## src/rtl/pagerank_iter_ctrl_pkg.sv

```systemverilog
// pagerank_pkg: shared state encoding and fixed-point constants for the PageRank iteration controller.
package pagerank_pkg;
    typedef enum logic [2:0] {S_IDLE, S_INIT, S_WAIT, S_SNAP, S_STEP, S_CHECK, S_DONE} state_t;
    localparam int WIDTH_D = 16;
    localparam logic [16:0] ONE_Q16 = 17'h10000;
    localparam logic [15:0] DAMP = 16'h2666;
    function automatic logic [15:0] init_val(input int n);
        return 16'(ONE_Q16 / 17'(n));
    endfunction
    localparam logic [15:0] INIT_VAL = init_val(4);
endpackage

```

## src/rtl/pagerank_iter_ctrl_if.sv

```systemverilog
// pagerank_iter_ctrl_if: host control, datapath strobes and node value bus of the iteration controller.
interface pagerank_iter_ctrl_if #(
    parameter int N      = 4,
    parameter int WIDTH  = 16,
    parameter int ITER_W = 8
);
    logic              start;
    logic              abort;
    logic [WIDTH-1:0]  tol;
    logic [ITER_W-1:0] max_iter;
    logic [N*WIDTH-1:0] dp_vals;
    logic              dp_init;
    logic              dp_step;
    logic              busy;
    logic              done;
    logic              converged;
    logic [ITER_W-1:0] iter_count;
    logic [WIDTH-1:0]  max_delta;
    modport master (
        output start, abort, tol, max_iter, dp_vals,
        input  dp_init, dp_step, busy, done, converged, iter_count, max_delta
    );
    modport slave (
        input  start, abort, tol, max_iter, dp_vals,
        output dp_init, dp_step, busy, done, converged, iter_count, max_delta
    );
endinterface

```

## src/rtl/pagerank_delta_max.sv

```systemverilog
// pagerank_delta_max: |cur - prev| with a running maximum across the nodes of one iteration.
module pagerank_delta_max #(
    parameter int WIDTH = 16
) (
    input  logic             clk,
    input  logic             rst_n,
    input  logic             i_en,
    input  logic             i_clr,
    input  logic [WIDTH-1:0] i_cur,
    input  logic [WIDTH-1:0] i_prev,
    input  logic [WIDTH-1:0] i_tol,
    output logic [WIDTH-1:0] o_max,
    output logic             o_within
);
    logic [WIDTH-1:0] r_max;
    logic [WIDTH-1:0] w_d;
    assign w_d      = (i_cur >= i_prev) ? i_cur - i_prev : i_prev - i_cur;
    // o_max already includes the node being checked this cycle
    assign o_max    = (i_clr || w_d > r_max) ? w_d : r_max;
    assign o_within = o_max <= i_tol;
    always_ff @(posedge clk or negedge rst_n) begin
        if (!rst_n) r_max <= '0;
        else if (i_en) r_max <= o_max;
    end
endmodule

```

## src/rtl/pagerank_iter_ctrl.sv

```systemverilog
// pagerank_iter_ctrl: sequences init/step strobes of the rank datapath and detects convergence
// by serially comparing every node against the snapshot of the previous iteration.
module pagerank_iter_ctrl
    import pagerank_pkg::*;
#(
    parameter int N          = 4,
    parameter int WIDTH      = WIDTH_D,
    parameter int DP_LAT     = 1,
    parameter int ITER_W     = 8,
    parameter int CONV_COUNT = 2
) (
    input logic clk,
    input logic rst_n,
    pagerank_iter_ctrl_if.slave bus
);
    localparam int KW = (N > 1) ? $clog2(N) : 1;
    localparam int CW = (DP_LAT > 1) ? $clog2(DP_LAT) : 1;
    localparam int SW = $clog2(CONV_COUNT + 1);
    state_t            r_state;
    logic              r_tag_step;
    logic [CW-1:0]     r_cnt;
    logic [KW-1:0]     r_k;
    logic [SW-1:0]     r_stable;
    logic [WIDTH-1:0]  r_tol;
    logic [ITER_W-1:0] r_max_iter;
    logic [WIDTH-1:0]  r_prev [N];
    logic              r_dp_init, r_dp_step, r_busy, r_done, r_conv;
    logic [ITER_W-1:0] r_iter;
    logic [WIDTH-1:0]  r_max_delta;
    logic [WIDTH-1:0]  w_cur, w_run_max;
    logic              w_within;
    logic [SW-1:0]     w_stable_nxt;
    logic [ITER_W-1:0] w_iter_nxt;
    assign w_cur        = bus.dp_vals[r_k*WIDTH +: WIDTH];
    assign w_stable_nxt = w_within ? r_stable + 1'b1 : '0;
    assign w_iter_nxt   = r_iter + 1'b1;
    pagerank_delta_max #(.WIDTH(WIDTH)) u_dmax (
        .clk      (clk),
        .rst_n    (rst_n),
        .i_en     (r_state == S_CHECK),
        .i_clr    (r_k == '0),
        .i_cur    (w_cur),
        .i_prev   (r_prev[r_k]),
        .i_tol    (r_tol),
        .o_max    (w_run_max),
        .o_within (w_within)
    );
    always_ff @(posedge clk or negedge rst_n) begin
        if (!rst_n) begin
            r_state     <= S_IDLE;
            r_tag_step  <= 1'b0;
            r_cnt       <= '0;
            r_k         <= '0;
            r_stable    <= '0;
            r_tol       <= '0;
            r_max_iter  <= '0;
            for (int i = 0; i < N; i++) r_prev[i] <= '0;
            r_dp_init   <= 1'b0;
            r_dp_step   <= 1'b0;
            r_busy      <= 1'b0;
            r_done      <= 1'b0;
            r_conv      <= 1'b0;
            r_iter      <= '0;
            r_max_delta <= '0;
        end else begin
            r_dp_init <= 1'b0;
            r_dp_step <= 1'b0;
            r_done    <= 1'b0;
            if (bus.abort && r_state != S_IDLE) begin
                r_state <= S_IDLE;
                r_busy  <= 1'b0;
                r_conv  <= 1'b0;
            end else begin
                case (r_state)
                    S_IDLE: if (bus.start) begin
                        r_state     <= S_INIT;
                        r_dp_init   <= 1'b1;
                        r_busy      <= 1'b1;
                        r_tol       <= bus.tol;
                        r_max_iter  <= bus.max_iter;
                        r_iter      <= '0;
                        r_conv      <= 1'b0;
                        r_max_delta <= '0;
                        r_stable    <= '0;
                    end
                    S_INIT: begin
                        r_state    <= S_WAIT;
                        r_tag_step <= 1'b0;
                        r_cnt      <= '0;
                    end
                    S_WAIT: if (r_cnt == CW'(DP_LAT - 1)) begin
                        r_state <= r_tag_step ? S_CHECK : S_SNAP;
                        r_k     <= '0;
                    end else r_cnt <= r_cnt + 1'b1;
                    S_SNAP: begin
                        for (int i = 0; i < N; i++) r_prev[i] <= bus.dp_vals[i*WIDTH +: WIDTH];
                        r_state   <= (r_max_iter == '0) ? S_DONE : S_STEP;
                        r_done    <= (r_max_iter == '0);
                        r_dp_step <= (r_max_iter != '0);
                    end
                    S_STEP: begin
                        r_state    <= S_WAIT;
                        r_tag_step <= 1'b1;
                        r_cnt      <= '0;
                    end
                    S_CHECK: begin
                        r_prev[r_k] <= w_cur;
                        r_k         <= r_k + 1'b1;
                        // last node closes the iteration: convergence beats the iteration cap
                        if (r_k == KW'(N - 1)) begin
                            r_iter      <= w_iter_nxt;
                            r_max_delta <= w_run_max;
                            r_stable    <= w_stable_nxt;
                            if (w_stable_nxt == SW'(CONV_COUNT)) begin
                                r_state <= S_DONE;
                                r_done  <= 1'b1;
                                r_conv  <= 1'b1;
                            end else if (w_iter_nxt == r_max_iter) begin
                                r_state <= S_DONE;
                                r_done  <= 1'b1;
                            end else begin
                                r_state   <= S_STEP;
                                r_dp_step <= 1'b1;
                            end
                        end
                    end
                    S_DONE: begin
                        r_state <= S_IDLE;
                        r_busy  <= 1'b0;
                    end
                    default: r_state <= S_IDLE;
                endcase
            end
        end
    end
    assign bus.dp_init    = r_dp_init;
    assign bus.dp_step    = r_dp_step;
    assign bus.busy       = r_busy;
    assign bus.done       = r_done;
    assign bus.converged  = r_conv;
    assign bus.iter_count = r_iter;
    assign bus.max_delta  = r_max_delta;
endmodule

```

## src/flat_wrapper.sv

```systemverilog
// flat-port wrapper written by rule: the top's interface ports become plain ports
module pagerank_iter_ctrl_flat import pagerank_pkg::*;
#(
    parameter int N          = 4,
    parameter int WIDTH      = WIDTH_D,
    parameter int DP_LAT     = 1,
    parameter int ITER_W     = 8,
    parameter int CONV_COUNT = 2
)
  (clk, rst_n, bus_start, bus_abort, bus_tol, bus_max_iter, bus_dp_vals, bus_dp_init, bus_dp_step, bus_busy, bus_done, bus_converged, bus_iter_count, bus_max_delta);
  pagerank_iter_ctrl_if #(.N(N), .WIDTH(WIDTH), .ITER_W(ITER_W)) bus_i ();
  input logic clk;
  input logic rst_n;
  input wire logic [$bits(bus_i.start)-1:0] bus_start;
  input wire logic [$bits(bus_i.abort)-1:0] bus_abort;
  input wire logic [$bits(bus_i.tol)-1:0] bus_tol;
  input wire logic [$bits(bus_i.max_iter)-1:0] bus_max_iter;
  input wire logic [$bits(bus_i.dp_vals)-1:0] bus_dp_vals;
  output wire logic [$bits(bus_i.dp_init)-1:0] bus_dp_init;
  output wire logic [$bits(bus_i.dp_step)-1:0] bus_dp_step;
  output wire logic [$bits(bus_i.busy)-1:0] bus_busy;
  output wire logic [$bits(bus_i.done)-1:0] bus_done;
  output wire logic [$bits(bus_i.converged)-1:0] bus_converged;
  output wire logic [$bits(bus_i.iter_count)-1:0] bus_iter_count;
  output wire logic [$bits(bus_i.max_delta)-1:0] bus_max_delta;
  assign bus_i.start = bus_start;
  assign bus_i.abort = bus_abort;
  assign bus_i.tol = bus_tol;
  assign bus_i.max_iter = bus_max_iter;
  assign bus_i.dp_vals = bus_dp_vals;
  assign bus_dp_init = bus_i.dp_init;
  assign bus_dp_step = bus_i.dp_step;
  assign bus_busy = bus_i.busy;
  assign bus_done = bus_i.done;
  assign bus_converged = bus_i.converged;
  assign bus_iter_count = bus_i.iter_count;
  assign bus_max_delta = bus_i.max_delta;
  pagerank_iter_ctrl #(.N(N), .WIDTH(WIDTH), .DP_LAT(DP_LAT), .ITER_W(ITER_W), .CONV_COUNT(CONV_COUNT)) u_core (.clk(clk), .rst_n(rst_n), .bus(bus_i));
endmodule
```

## config.mk

```make
export PLATFORM = sky130hd
export DESIGN_NAME = pagerank_iter_ctrl_flat
export DESIGN_NICKNAME = d
export VERILOG_FILES = /design/src/rtl/pagerank_iter_ctrl_pkg.sv /design/src/rtl/pagerank_iter_ctrl_if.sv /design/src/rtl/pagerank_delta_max.sv /design/src/rtl/pagerank_iter_ctrl.sv /design/src/flat_wrapper.sv
export SDC_FILE = /design/constraint.sdc
export NUM_CORES = 1
export LEC_CHECK = 0
export ABC_AREA = 1
export BUFFER_PORTS_ARGS = -buffer_cell sky130_fd_sc_hd__clkbuf_2
export CAP_MARGIN = 10
export CELL_PAD_IN_SITES_DETAIL_PLACEMENT = 0
export CELL_PAD_IN_SITES_GLOBAL_PLACEMENT = 1
export CORE_UTILIZATION = 43
export CTS_BUF_LIST = sky130_fd_sc_hd__clkbuf_8 sky130_fd_sc_hd__clkbuf_16
export CTS_CLUSTER_DIAMETER = 80
export CTS_CLUSTER_SIZE = 30
export DETAILED_ROUTE_END_ITERATION = 7
export MAX_ROUTING_LAYER = met4
export PLACE_DENSITY_LB_ADDON = 0.1
export SETUP_SLACK_MARGIN = 0.1
export SLEW_MARGIN = 20
export SYNTH_ARGS = -nofsm -noshare
export SYNTH_HDL_FRONTEND = slang
export SYNTH_SLANG_ARGS = --single-unit
```

## constraint.sdc

```tcl
create_clock -name clk -period 6.1 [get_ports clk]
set_clock_uncertainty 0.05 [all_clocks]
set_input_delay 1.22 -clock clk [delete_from_list [all_inputs] [get_ports clk]]
set_output_delay 1.22 -clock clk [all_outputs]
set_load 0.01 [all_outputs]
```

==> out/results.tsv <==
metric	value	unit
grt_pass1_wl	51700	um
synth_top_area_share	33.5	%
crit_fanout	15	
die_w	158	um
rsz0062_at_grt	false	
wl_per_cell	15.9	um
clk_path_buf_depth	2	
ys_async_sr_fraction	100	%
slowest_stage	ha_1	
status	completed	
ys_seq_elements	141	
yosysSeqAreaShare	33.5	%
ios	121	
worst_slack	0.495	ns
ys_top_cells_by_area	dfrtp_1 34%, nand2_1 17%, ha_1 8.1%, inv_1 8.0%, o21ai_0 6.1%	
cts_buffers	17	
relSlewSlack	36.3	%
grt_use_total	27.7	%
worstHoldEndpoint	u_core.bus.max_delta[8]	
drcViolationCount	0	
yosys-top-cells-count	465 x nand2_1, 224 x inv_1, 141 x dfrtp_1	
drive_gt1_share	20.8	%
antenna_found_initial	0	
dieArea	0.0251	mm2
synthFlopType	dfrtp_1	
syn_inst	1506	
r2r-start	u_core.r_k[0]	
arrival	5.92	ns
synth_top_cell_by_area	dfrtp_1	
reg2regPathDepth	42	
clk_pin_slew	0.07	ns
hold_start	u_core.bus.max_delta[8]	
hold_class	reg -> reg	
route.vias.total	10500	
drv_cap	0	
maxSlewViolCount	0	
synth_most_common_cell	nand2_1	
grt_overflow	0	
fp-row-count	56	
start_util	44.3	%
vias_per_cell	5.16	
crit_required	6.41	ns
drtIter0Drc	611	
yosysWarnings	0	
hpwl	24100	um
tightest_slew	0.954	ns
cts_tree	done	
holdBufCountCts	0	
die_y	158	um
htreeDepth	4	
fmax	178	MHz
place_area	0.0121	mm2
finalSetupViolCount	0	
fin_nets	1857	
grt_pass1_vias	10000	
finalWirelength	32200	um
dpl_worst_slack	-0.119	ns
hold_depth	2	
root_buffer	clkbuf_16	
core_area	0.0238	mm2
fin_crit_sh	91.9	%
grt_max_degree	81	
drtPass1Iterations	6	
syn_avg_cell_area	6.99	um2
drtAntennaViolNets	0	
antenna_cells	0	
synth-edff-count	0	
hold_violations	0	
crit_type	in -> reg	
period_minus_slack	5.61	ns
r2r-end	u_core.bus.done	
clkSinkCount	141	
start_kind	primary input	
finalInstanceArea	0.0130	mm2
gp_congestion	0.918	
whs	0.430	ns
area_growth	23.0	%
worstSetupEndpointType	register	
synth_nets	1668	
syn-cell-area	0.0105	mm2
cp_common_cell	nand2_1	
clock_latency	0.44	ns
finish.utilization	54.5	%
ys_types	41	
worst-r2r-setup-slack	0.51	ns
portBuffers	120	
slowest_delay	0.35	ns
-- worst max-delay path by stage --
| stage | from | to | slack [ns] | cells after the start |
|---|---|---|---|---|
| floorplan | bus_dp_vals[16] | u_core.r_state[1] | 0.44 | 35 |
| global placement | bus_dp_vals[22] | u_core.bus.done | -0.06 | 39 |
| detailed placement | bus_dp_vals[22] | u_core.r_state[1] | -0.12 | 39 |
| CTS | u_core.r_k[0] | u_core.bus.done | 0.12 | 42 |
| global route | u_core.r_k[0] | u_core.bus.done | 0.08 | 40 |
| finish | bus_dp_vals[11] | u_core.bus.done | 0.49 | 39 |
-- layout make-up --
cell class                 count  area, um2
clock buffer                  18        439
inverter                     232        878
fill                        2367      10800
tap                          319        399
multi-input combinational   1079       6120
timing repair buffer         224       1450
clock inverter                14        135
sequential                   141       3530
-- cell usage in the layout (no fill, tap or decap), types with 7 or more instances in the layout --
| master | n |
|---|---|
| ha_1 | 61 |
| a32oi_1 | 10 |
| mux2_2 | 27 |
| inv_2 | 7 |
| clkbuf_16 | 17 |
| xor2_1 | 13 |
| nor2_4 | 7 |
| nand4_1 | 12 |
| o21ai_0 | 120 |
| inv_1 | 223 |
| o21ai_1 | 13 |
| nand3_1 | 71 |
| clkbuf_2 | 119 |
| a21oi_2 | 10 |
| o22ai_1 | 35 |
| nor2_1 | 53 |
| nand2_1 | 455 |
| dfrtp_1 | 140 |
| mux2_1 | 20 |
| nand2_2 | 13 |
| and2_1 | 17 |
| buf_4 | 96 |
| a21oi_1 | 82 |
| nor2_2 | 12 |
-- state kept, by name (all words and copies together), names as in the netlist --
register and flops:
u_core.u_dmax.r_max 16, u_core.bus.converged 1, u_core.bus.busy 1, u_core.r_prev 64
u_core.bus.max_delta 16, u_core.r_stable 2, u_core.r_k 2, u_core.r_max_iter 8
u_core.r_tol 16, u_core.bus.dp_init 1, u_core.r_state 3, u_core.bus.dp_step 1
u_core.bus.iter_count 8, u_core.r_tag_step 1, u_core.bus.done 1
-- per-stage QoR --
stage,cells,setup TNS (ns)
finish,2027,0
global route,2027,0
CTS,2023,0
detailed placement,1991,-0.380
global placement,1991,-0.170
floorplan,1506,0
-- logic make-up after synthesis --
family	after synthesis	synth area share, %
flops	141	33.5
buf+inv	286	10.8
mux	47	5.03
fa+ha+maj	70	8.46
xor+xnor	18	1.50
simple gates	656	25.8
compound gates	288	14.9
-- layer usage --
layer	up-vias	share of wire (%)	GRT usage, %
met4	0	2.5	9.07
met5	-	0	-
met1	4894	44	33.3
met3	55	4.0	3.40
li1	5246	-	-
met2	260	50	48.1
-- what timing repair did --
action | in CTS | in global routing
pin swaps | 0 | 10
setup endpoints to repair | 3 | 6
resized for setup | 2 | 70
buffers inserted | 0 | 4
-- worst max-delay path: cells and delay by family --
family	cells	cell delay, ns
AOI/OAI and AO/OA	3	0.48
adders and majority gates	3	0.90
buffers and inverters	7	0.75
and+or+nand+nor	26	2.54
Power is not shown: default switching activity piles up to over one toggle a cycle in this logic, so the estimate is an artifact.
